<file path="src/rtl/id_ex_stage_pkg.sv">
// Shared CPU definitions for the ID/EX pipeline register: widths, ALU op
// encodings, the control bundle and the full stage payload.
package id_ex_stage_pkg;

    localparam int unsigned REG_ADDR_W = 5;
    localparam int unsigned XLEN       = 32;
    localparam int unsigned ALUOP_W    = 2;
    localparam int unsigned FUNCT_W    = 10;
    localparam int unsigned CNT_W      = 16;

    typedef enum logic [ALUOP_W-1:0] {
        ALUOP_ADD    = 2'b00,
        ALUOP_BRANCH = 2'b01,
        ALUOP_RTYPE  = 2'b10,
        ALUOP_ITYPE  = 2'b11
    } aluop_e;

    typedef struct packed {
        logic   reg_write;
        logic   mem_read;
        logic   mem_write;
        logic   mem_to_reg;
        logic   alu_src;
        aluop_e alu_op;
    } ctrl_t;

    localparam int unsigned CTRL_W = $bits(ctrl_t);

    typedef struct packed {
        logic [REG_ADDR_W-1:0] rs1;
        logic [REG_ADDR_W-1:0] rs2;
        logic [REG_ADDR_W-1:0] rd;
        ctrl_t                 ctrl;
        logic [FUNCT_W-1:0]    funct;
        logic [XLEN-1:0]       rs1_data;
        logic [XLEN-1:0]       rs2_data;
        logic [XLEN-1:0]       imm;
    } id_ex_t;

    // A bubble is an all-zero payload: no writes, no memory access, RD = x0.
    localparam id_ex_t ID_EX_BUBBLE = '0;

    function automatic logic [CNT_W-1:0] sat_inc(input logic [CNT_W-1:0] v);
        return (v == '1) ? v : v + CNT_W'(1);
    endfunction

endpackage

</file>
<file path="src/rtl/id_ex_stage_hazard_detect.sv">
// Load-use hazard detection: a load in EX whose destination is read by the
// instruction currently in ID. Writes to x0 never create a hazard.
module id_ex_stage_hazard_detect
    import id_ex_stage_pkg::*;
(
    input  logic                  ex_mem_read_i,
    input  logic [REG_ADDR_W-1:0] ex_rd_i,
    input  logic [REG_ADDR_W-1:0] id_rs1_i,
    input  logic [REG_ADDR_W-1:0] id_rs2_i,
    output logic                  hazard_o
);

    logic rd_nonzero;
    logic rd_match;

    assign rd_nonzero = (ex_rd_i != '0);
    assign rd_match   = (ex_rd_i == id_rs1_i) || (ex_rd_i == id_rs2_i);
    assign hazard_o   = ex_mem_read_i && rd_nonzero && rd_match;

endmodule

</file>
<file path="src/rtl/id_ex_stage.sv">
// ID/EX pipeline register with load-use interlock, flush squashing and a
// saturating count of inserted bubbles.
module id_ex_stage
    import id_ex_stage_pkg::*;
(
    input  logic                  clk_i,
    input  logic                  rst_i,
    input  logic                  stall_i,
    input  logic                  flush_i,
    input  logic [REG_ADDR_W-1:0] IF_ID_RS1_i,
    input  logic [REG_ADDR_W-1:0] IF_ID_RS2_i,
    input  logic [REG_ADDR_W-1:0] IF_ID_RD_i,
    input  logic                  RegWrite_i,
    input  logic                  MemRead_i,
    input  logic                  MemWrite_i,
    input  logic                  MemtoReg_i,
    input  logic                  ALUSrc_i,
    input  logic [ALUOP_W-1:0]    ALUOp_i,
    input  logic [FUNCT_W-1:0]    funct_i,
    input  logic [XLEN-1:0]       RS1data_i,
    input  logic [XLEN-1:0]       RS2data_i,
    input  logic [XLEN-1:0]       Imm_i,
    output logic [REG_ADDR_W-1:0] ID_EX_RS1_o,
    output logic [REG_ADDR_W-1:0] ID_EX_RS2_o,
    output logic [REG_ADDR_W-1:0] ID_EX_RD_o,
    output logic                  ID_EX_RegWrite_o,
    output logic                  ID_EX_MemRead_o,
    output logic                  ID_EX_MemWrite_o,
    output logic                  ID_EX_MemtoReg_o,
    output logic                  ID_EX_ALUSrc_o,
    output logic [ALUOP_W-1:0]    ID_EX_ALUOp_o,
    output logic [FUNCT_W-1:0]    ID_EX_funct_o,
    output logic [XLEN-1:0]       ID_EX_RS1data_o,
    output logic [XLEN-1:0]       ID_EX_RS2data_o,
    output logic [XLEN-1:0]       ID_EX_Imm_o,
    output logic                  PCWrite_o,
    output logic                  IF_ID_Write_o,
    output logic                  Bubble_o,
    output logic [CNT_W-1:0]      StallCnt_o
);

    id_ex_t            id_ex_q;
    id_ex_t            id_ex_d;
    id_ex_t            id_in;
    logic [CNT_W-1:0]  stall_cnt_q;
    logic [CNT_W-1:0]  stall_cnt_d;
    logic              hazard;
    logic              bubble;

    id_ex_stage_hazard_detect hazard_detect (
        .ex_mem_read_i (id_ex_q.ctrl.mem_read),
        .ex_rd_i       (id_ex_q.rd),
        .id_rs1_i      (IF_ID_RS1_i),
        .id_rs2_i      (IF_ID_RS2_i),
        .hazard_o      (hazard)
    );

    // Gather the decoded ID fields into one payload.
    always_comb begin
        id_in                 = ID_EX_BUBBLE;
        id_in.rs1             = IF_ID_RS1_i;
        id_in.rs2             = IF_ID_RS2_i;
        id_in.rd              = IF_ID_RD_i;
        id_in.ctrl.reg_write  = RegWrite_i;
        id_in.ctrl.mem_read   = MemRead_i;
        id_in.ctrl.mem_write  = MemWrite_i;
        id_in.ctrl.mem_to_reg = MemtoReg_i;
        id_in.ctrl.alu_src    = ALUSrc_i;
        id_in.ctrl.alu_op     = aluop_e'(ALUOp_i);
        id_in.funct           = funct_i;
        id_in.rs1_data        = RS1data_i;
        id_in.rs2_data        = RS2data_i;
        id_in.imm             = Imm_i;
    end

    // Front-end freeze and bubble strobe are combinational so the PC and
    // IF/ID register see them in the same cycle the hazard appears.
    assign bubble        = !stall_i && (flush_i || hazard);
    assign PCWrite_o     = !(hazard || stall_i);
    assign IF_ID_Write_o = !(hazard || stall_i);
    assign Bubble_o      = bubble;

    // Priority: back-pressure holds, then flush/hazard squash, else load.
    always_comb begin
        id_ex_d     = id_ex_q;
        stall_cnt_d = stall_cnt_q;
        if (!stall_i) begin
            if (bubble) begin
                id_ex_d     = ID_EX_BUBBLE;
                stall_cnt_d = sat_inc(stall_cnt_q);
            end else begin
                id_ex_d     = id_in;
            end
        end
    end

    always_ff @(posedge clk_i or negedge rst_i) begin
        if (!rst_i) begin
            id_ex_q     <= ID_EX_BUBBLE;
            stall_cnt_q <= '0;
        end else begin
            id_ex_q     <= id_ex_d;
            stall_cnt_q <= stall_cnt_d;
        end
    end

    assign ID_EX_RS1_o      = id_ex_q.rs1;
    assign ID_EX_RS2_o      = id_ex_q.rs2;
    assign ID_EX_RD_o       = id_ex_q.rd;
    assign ID_EX_RegWrite_o = id_ex_q.ctrl.reg_write;
    assign ID_EX_MemRead_o  = id_ex_q.ctrl.mem_read;
    assign ID_EX_MemWrite_o = id_ex_q.ctrl.mem_write;
    assign ID_EX_MemtoReg_o = id_ex_q.ctrl.mem_to_reg;
    assign ID_EX_ALUSrc_o   = id_ex_q.ctrl.alu_src;
    assign ID_EX_ALUOp_o    = id_ex_q.ctrl.alu_op;
    assign ID_EX_funct_o    = id_ex_q.funct;
    assign ID_EX_RS1data_o  = id_ex_q.rs1_data;
    assign ID_EX_RS2data_o  = id_ex_q.rs2_data;
    assign ID_EX_Imm_o      = id_ex_q.imm;
    assign StallCnt_o       = stall_cnt_q;

endmodule

</file>
<file path="config.mk">
export PLATFORM = sky130hd
export DESIGN_NAME = id_ex_stage
export DESIGN_NICKNAME = d
export VERILOG_FILES = /design/src/rtl/id_ex_stage_pkg.sv /design/src/rtl/id_ex_stage_hazard_detect.sv /design/src/rtl/id_ex_stage.sv
export SDC_FILE = /design/constraint.sdc
export NUM_CORES = 1
export LEC_CHECK = 0
export CORE_MARGIN = 2
export CORE_UTILIZATION = 32
export CTS_CLUSTER_DIAMETER = 200
export DETAILED_ROUTE_END_ITERATION = 6
export GPL_TIMING_DRIVEN = 0
export MAX_ROUTING_LAYER = met4
export PLACE_DENSITY = 0.66
export SETUP_SLACK_MARGIN = 0.2
export SKIP_LAST_GASP = 1
export SYNTH_ARGS = -nofsm -noshare
export SYNTH_HDL_FRONTEND = slang
export SYNTH_SLANG_ARGS = --single-unit
export TNS_END_PERCENT = 20
</file>
<file path="constraint.sdc">
create_clock -name clk_i -period 3.31 [get_ports clk_i]
set_input_delay 0.331 -clock clk_i [delete_from_list [all_inputs] [get_ports clk_i]]
set_output_delay 0.331 -clock clk_i [all_outputs]
set_load 0.05 [all_outputs]
</file>
==> flow_summary.ini, run 1 <==
[status]
outcome = complete, no violations

[timing]
finalWorstSetupSlack_ns = 0.236
maxSlewHeadroom_pct = 51.9
setup_repair_after_global_routing_missed_its_margin = yes
finalHoldViolations = 0
whs_ns = 0.428
report.final.slew_viol_count = 0
min_period_ns = 3.07
totalNegativeSetupSlack_ns = 0
timing_worst_slew_pin_value_ns = 0.721
min_period_over_period_pct = 92.9
finalSetupViolations = 0
max_freq_mhz = 325
fin_worst_skew_ns = 0.00857

[logic_synthesis]
synth_area_leaders = dfrtp_1 (65%), a22o_1 (20%), buf_12 (4.0%)
synth_seq_area_share_pct = 64.7
postSynth.asyncResetShare_pct = 100
synth.cell_area_um2 = 5570
yosys.area.top_type_share_pct = 64.7
postSynthCellCount = 375
ys.warnings.count = 0
postSynthRegisterBits = 144
syn_avg_cell_area_um2 = 14.8
synth_flop_cell = dfrtp_1
yosysTopAreaCell = dfrtp_1
synth-edff-count = 0
syn_nets = 508
synth.lib_cells_used.distinct = 29

[power]
power_switching_share_pct = 31.7
clock_power_share_pct = 36.6
net-switching-power_uw = 1750
power.density_nw_per_um2 = 595
vdd_drop_max_mv = 0.564
power.static_leakage_uw = 0.00405
fin_total_pwr_uw = 5520
p_int_uw = 3770
comb_power_share_pct = 26.1
seq_power_share_pct = 37.2

[cells_and_area]
final_net_count = 806
multi_input_comb_area_um2 = 1640
regArea_um2 = 3600
filler_cell_count = 1431
antennaDiodeCount = 0
finalCoreUtilization_pct = 54.0
relative_area_change_from_synthesis_to_final_layout_pct = 66.7
layout-drive-gt1-share_pct = 8.02

[routing]
routed-via-count = 4408
viasPerCell = 4.84
drtIter0Drc = 200
routed_wire_length_per_instance_um = 18.3
final_antenna_net_count = 0
drt_first_pass_iters = 4
post-route-drc-count = 0
finalWirelength_um = 16700

[critical_path]
path_class = register to output pin
worst_ep_required_time_ns = 2.98
critPathLaunchType = register
worstSetupEndpointType = output pin
critical_path.reg2reg.endpoint = ID_EX_Imm_o[19]$_DFFE_PN0N_
worstPathMaxFanout = 5
timing.reg2reg.worst_path_depth = 7
arrival_ns = 2.74
rr_startpoint = ID_EX_RD_o[0]$_DFFE_PN0N_
regToRegSetupSlack_ns = 1.25

[cts]
cts-buffers-inserted = 17
cts.reportedPaths.clkPinSlew_ns = 0.06
cts.root.buffer_cell = clkbuf_16
clock_tree.htree_level_count = 4
cts_tree = built
insertion_delay_ns = 0.42
post-cts-setup-buffer-count = 0
clock_tree.buffer_depth = 2
clock_sink_count = 144

[global_route]
globalRouteOverflowTotal = 0
grt_pass1_vias = 4741
track_usage_pct = 18.7
grt_start_max_net_pins = 75
grt_pass1_wl_um = 25700
initial_antenna_violation_count = 0

[die]
die-width_um = 136
floorplan.die.height_um = 136
rows = 48
io-pin-count = 279
die-area_um2 = 18500
floorplan.initialDensity_pct = 32.4
design.core.area_um2 = 17200

[hold_path]
worstHoldPathType = primary input to register
whs_path_depth = 4
hp-start = stall_i
min_delay_worst_endpoint = StallCnt_o[2]$_DFFE_PN0P_

[placement]
dp_slack_ns = -0.0156
gpl.final_weighted_congestion = 0.829
number_of_buffer_cells_added_on_primary_ports = 277
place.detailed.hpwl_um = 12300

[job]
maxcap_violations = 0
worst max-delay path: stages, from the launching register on:
cell             delay (ns)
dfrtp_1                0.44
or4_1                  0.56
o21ai_2                0.19
nor2_2                 0.09
nor2_1                 0.13
buf_4                  0.12
clkdlybuf4s50_1        0.78
power groups by stage:
stage          combinational [uW]  clock [uW]  sequential, uW
2_1_floorplan                 277           0            2630
3_3_place_gp                 1440           0            2080
3_5_place_dp                 1450           0            2080
4_1_cts                      1460        2070            2060
5_1_grt                      1510        2150            2080
6_report                     1440        2020            2060
metal layers:
layer	part of all wire [%]	global-route usage, %
met1	43	23.0
met3	6.8	5.48
met2	48	29.2
met5	0	-
met4	2.2	7.41
sequential cells by signal (all words and copies together), names as in the netlist:
| register | count |
|---|---|
| ID_EX_Imm_o | 32 |
| ID_EX_RS1data_o | 32 |
| ID_EX_RS2data_o | 32 |
| StallCnt_o | 16 |
| ID_EX_funct_o | 10 |
| ID_EX_RD_o | 5 |
| ID_EX_RS1_o | 5 |
| ID_EX_RS2_o | 5 |
| ID_EX_ALUOp_o | 2 |
| ID_EX_ALUSrc_o | 1 |
| ID_EX_MemRead_o | 1 |
| ID_EX_MemWrite_o | 1 |
| ID_EX_MemtoReg_o | 1 |
| ID_EX_RegWrite_o | 1 |
cell usage after synthesis, types with 2 or more instances:
| library cell | n |
|---|---|
| nand2_1 | 5 |
| nand4_1 | 5 |
| buf_12 | 11 |
| mux2_1 | 2 |
| nor3_1 | 2 |
| xor2_1 | 10 |
| nor2_1 | 6 |
| buf_6 | 3 |
| xnor2_1 | 14 |
| and3_1 | 5 |
| clkbuf_1 | 14 |
| dfrtp_1 | 144 |
| nand3_1 | 11 |
| a22o_1 | 128 |
metrics by stage:
step,area [um^2],instances
after global placement,8620,877
after global routing,9280,911
after CTS,9280,911
final,9280,911
after floorplan,5570,375
after detailed placement,8650,878
timing repair:
| action | 4_1_cts | 5_1_grt |
|---|---|---|
| setup endpoints to repair | 1 | 2 |
| gates resized for setup | 3 | 0 |
| hold buffers | 1 | 0 |
| hold endpoints to repair | 70 | 0 |
placed cells by master, fill, tap and decap left out, types with 3 or more instances in the layout:
cell type and count:
clkbuf_16 17, clkbuf_1 17, inv_6 3, nand3_1 11, nand2_1 5, nor2_1 6
buf_12 11, and3_1 5, clkdlybuf4s50_1 275, bufinv_16 4, xor2_1 10, xnor2_1 14
dfrtp_1 144, a22o_1 128, nand4_1 5, buf_6 4
kinds of logic after synthesis:
| group | count (synthesis) | synth area share (%) |
|---|---|---|
| flip-flops | 144 | 64.7 |
| adder cells (fa/ha/maj) | 1 | 0.225 |
| AO/OA/AOI/OAI | 132 | 20.9 |
| buffers and inverters | 31 | 5.82 |
| multiplexers | 2 | 0.405 |
| AND/OR/NAND/NOR | 41 | 4.14 |
| XOR/XNOR | 24 | 3.78 |
worst max path at each step:
stage,start,end
5_1_grt,ID_EX_RD_o[3]$_DFFE_PN0N_,Bubble_o
6_report,ID_EX_RD_o[0]$_DFFE_PN0N_,PCWrite_o
3_5_place_dp,IF_ID_RS2_i[3],Bubble_o
3_3_place_gp,rst_i,ID_EX_RS2data_o[2]$_DFFE_PN0N_
4_1_cts,ID_EX_RD_o[0]$_DFFE_PN0N_,PCWrite_o
2_1_floorplan,ID_EX_RD_o[0]$_DFFE_PN0N_,PCWrite_o
layout make-up:
type | instances | share of cell area (%)
Clock buffer | 20 | 4.71
Timing Repair Buffer | 279 | 30.3
Multi-Input combinational cell | 200 | 17.7
Buffer | 31 | 3.49
Sequential cell | 144 | 38.8
Clock inverter | 12 | 1.96
Tap cell | 225 | 3.03
Note: power is estimated with default switching activity, not from simulation.
==> inputs of run 2 (changes only) <==
Settings changed: DONT_BUFFER_PORTS from default to 1, PLACE_DENSITY 0.66 to default.
==> run 2 against run 1 <==
The flow now finishes with violations (negative hold slack). Hold slack worse by 0.81 ns. Wire length shrank 18%. Maximum frequency up 4.2%. Clock skew is 0.0012 ns higher. Utilization shrank 17 points. Die area unchanged. Combinational power down 77%. Via count fell by 24%. Final area down 31%. Sequential share of layout area up 17 points.
==> flow_summary.ini, run 2 (synthesis gave the netlist of run 1 again) <==
[cells_and_area]
layout.cells.most_common = dfrtp_1
relative_area_change_from_synthesis_to_final_layout_pct = 15.7
final_net_count = 527
antennaDiodeCount = 0
post-route-cell-area_um2 = 6440
layout.cells.most_common_list = dfrtp_1 (140), a22o_1 (128), clkbuf_1 (18), clkbuf_16 (17), xnor2_1 (14)
layout-drive-gt1-share_pct = 14.0
final_cells = 632

[timing]
report.final.slew_viol_count = 0
maxSlewHeadroom_pct = 52.7
min_period_over_period_pct = 89.1
finalHoldViolations = 144
finalSetupViolations = 0
setup_repair_after_global_routing_missed_its_margin = no
timing_worst_slew_pin_value_ns = 0.709
fin_worst_skew_ns = 0.00973
min_period_ns = 2.95
max_freq_mhz = 339
totalNegativeSetupSlack_ns = 0
whs_ns = -0.385

[power]
net-switching-power_uw = 1590
power_switching_share_pct = 32.9
vdd_drop_max_mv = 0.378
seq_power_share_pct = 54.8
comb_power_share_pct = 6.8
p_int_uw = 3240
clock_power_share_pct = 38.4
power.density_nw_per_um2 = 750
power.static_leakage_uw = 0.00297

[global_route]
grt_pass1_vias = 3497
initial_antenna_violation_count = 0
grt_start_max_net_pins = 145
track_usage_pct = 14.9
globalRouteOverflowTotal = 0
grt_pass1_wl_um = 20100

[critical_path]
timing.reg2reg.worst_path_depth = 6
critPathLaunchType = register
arrival_ns = 2.62
path_class = register to output pin
worstSetupEndpointType = output pin
worst_ep_required_time_ns = 2.98
worstPathMaxFanout = 5

[status]
outcome = finished with violations
violations = negative hold slack

[cts]
insertion_delay_ns = 0.41
cts-buffers-inserted = 17
cts_tree = built
post-cts-setup-buffer-count = 0
clock_sink_count = 144
cts.root.buffer_cell = clkbuf_16
clock_tree.buffer_depth = 2
clock_tree.htree_level_count = 4
cts.reportedPaths.clkPinSlew_ns = 0.06

[routing]
post-route-drc-count = 0
routed_wire_length_per_instance_um = 21.7
viasPerCell = 5.30
routed-via-count = 3350
drt_first_pass_iters = 4
drtIter0Drc = 133
finalWirelength_um = 13700
final_antenna_net_count = 0

[die]
floorplan.initialDensity_pct = 32.4
rows = 48
floorplan.die.height_um = 136
design.core.area_um2 = 17200
die-area_um2 = 18500
io-pin-count = 279
die-width_um = 136

[placement]
dpl-instance-area_um2 = 5850
number_of_buffer_cells_added_on_primary_ports = 0
place.detailed.hpwl_um = 10000
gpl.final_weighted_congestion = 0.819
dpl.cell_count = 600

[hold_path]
worstHoldPathType = primary input to async pin

[job]
maxcap_violations = 0
[run 2: changes by cell type in the layout (fill, tap and decap cells not counted), sizes merged]
cell and delta:
dlygate4sd3 -1, clkinv +2, buf -2, clkbuf +3
bufinv -2, inv -3, clkdlybuf4s15 -1, clkdlybuf4s50 -275
[run 2: worst paths after layout]
check | start | endpoint | slack [ns]
max reg2reg | StallCnt_o[3]$_DFFE_PN0P_ | StallCnt_o[1]$_DFFE_PN0P_ | 0.93
min | rst_i | StallCnt_o[6]$_DFFE_PN0P_ | -0.38
min in group clk_i | IF_ID_RD_i[1] | ID_EX_RD_o[1]$_DFFE_PN0N_ | 0.05
min reg2reg | ID_EX_RD_o[4]$_DFFE_PN0N_ | ID_EX_RD_o[4]$_DFFE_PN0N_ | 0.81
max in group asynchronous | rst_i | ID_EX_RS2data_o[28]$_DFFE_PN0N_ | 3.54
max | ID_EX_RD_o[0]$_DFFE_PN0N_ | PCWrite_o | 0.36
[run 2: per-stage QoR]
stage	util, %	worst slack, ns	power [uW]	hold WS, ns
4_1_cts	37.4	0.0950	4890	-0.413
2_1_floorplan	-	0.540	2900	0.0354
5_1_grt	37.5	0.268	5020	-0.418
3_5_place_dp	34.0	0.301	3010	0.0392
6_report	37.5	0.361	4830	-0.385
3_3_place_gp	34.0	0.320	3000	0.0391
[run 2: cell type report]
| type | instances | area [um^2] |
|---|---|---|
| fill | 1671 | 10700 |
| sequential | 144 | 3610 |
| multi-input combinational | 200 | 1650 |
| clock buffer | 23 | 468 |
| buffer | 31 | 324 |
| tap | 225 | 282 |
| clock inverter | 9 | 109 |
[run 2: worst max-delay path: stages (launching register included)]
cell,delay [ns]
dfrtp_2,0.54
or4_1,0.59
o21ai_2,0.19
nor2_2,0.10
nor2_2,0.47
buf_4,0.31
[run 2: per-layer routing]
metal | up-vias | track usage (%) | routed length, um
met5 | - | - | 0
met4 | 0 | 5.32 | 213
li1 | 1465 | - | -
met1 | 1688 | 16.7 | 5200
met3 | 21 | 6.75 | 1460
met2 | 176 | 23.6 | 6860
[run 2: power by group through the flow]
stage | clock [uW] | sequential [uW] | combinational [uW]
after detailed placement | 0 | 2680 | 330
after global routing | 1990 | 2670 | 363
after global placement | 0 | 2680 | 317
final | 1850 | 2650 | 328
after CTS | 1910 | 2650 | 331
after floorplan | 0 | 2630 | 277
[run 2: timing repair]
item / CTS / global route
hold endpoints to repair: 144 / 144
gates resized for setup: 2 / 5
setup endpoints to repair: 2 / 2
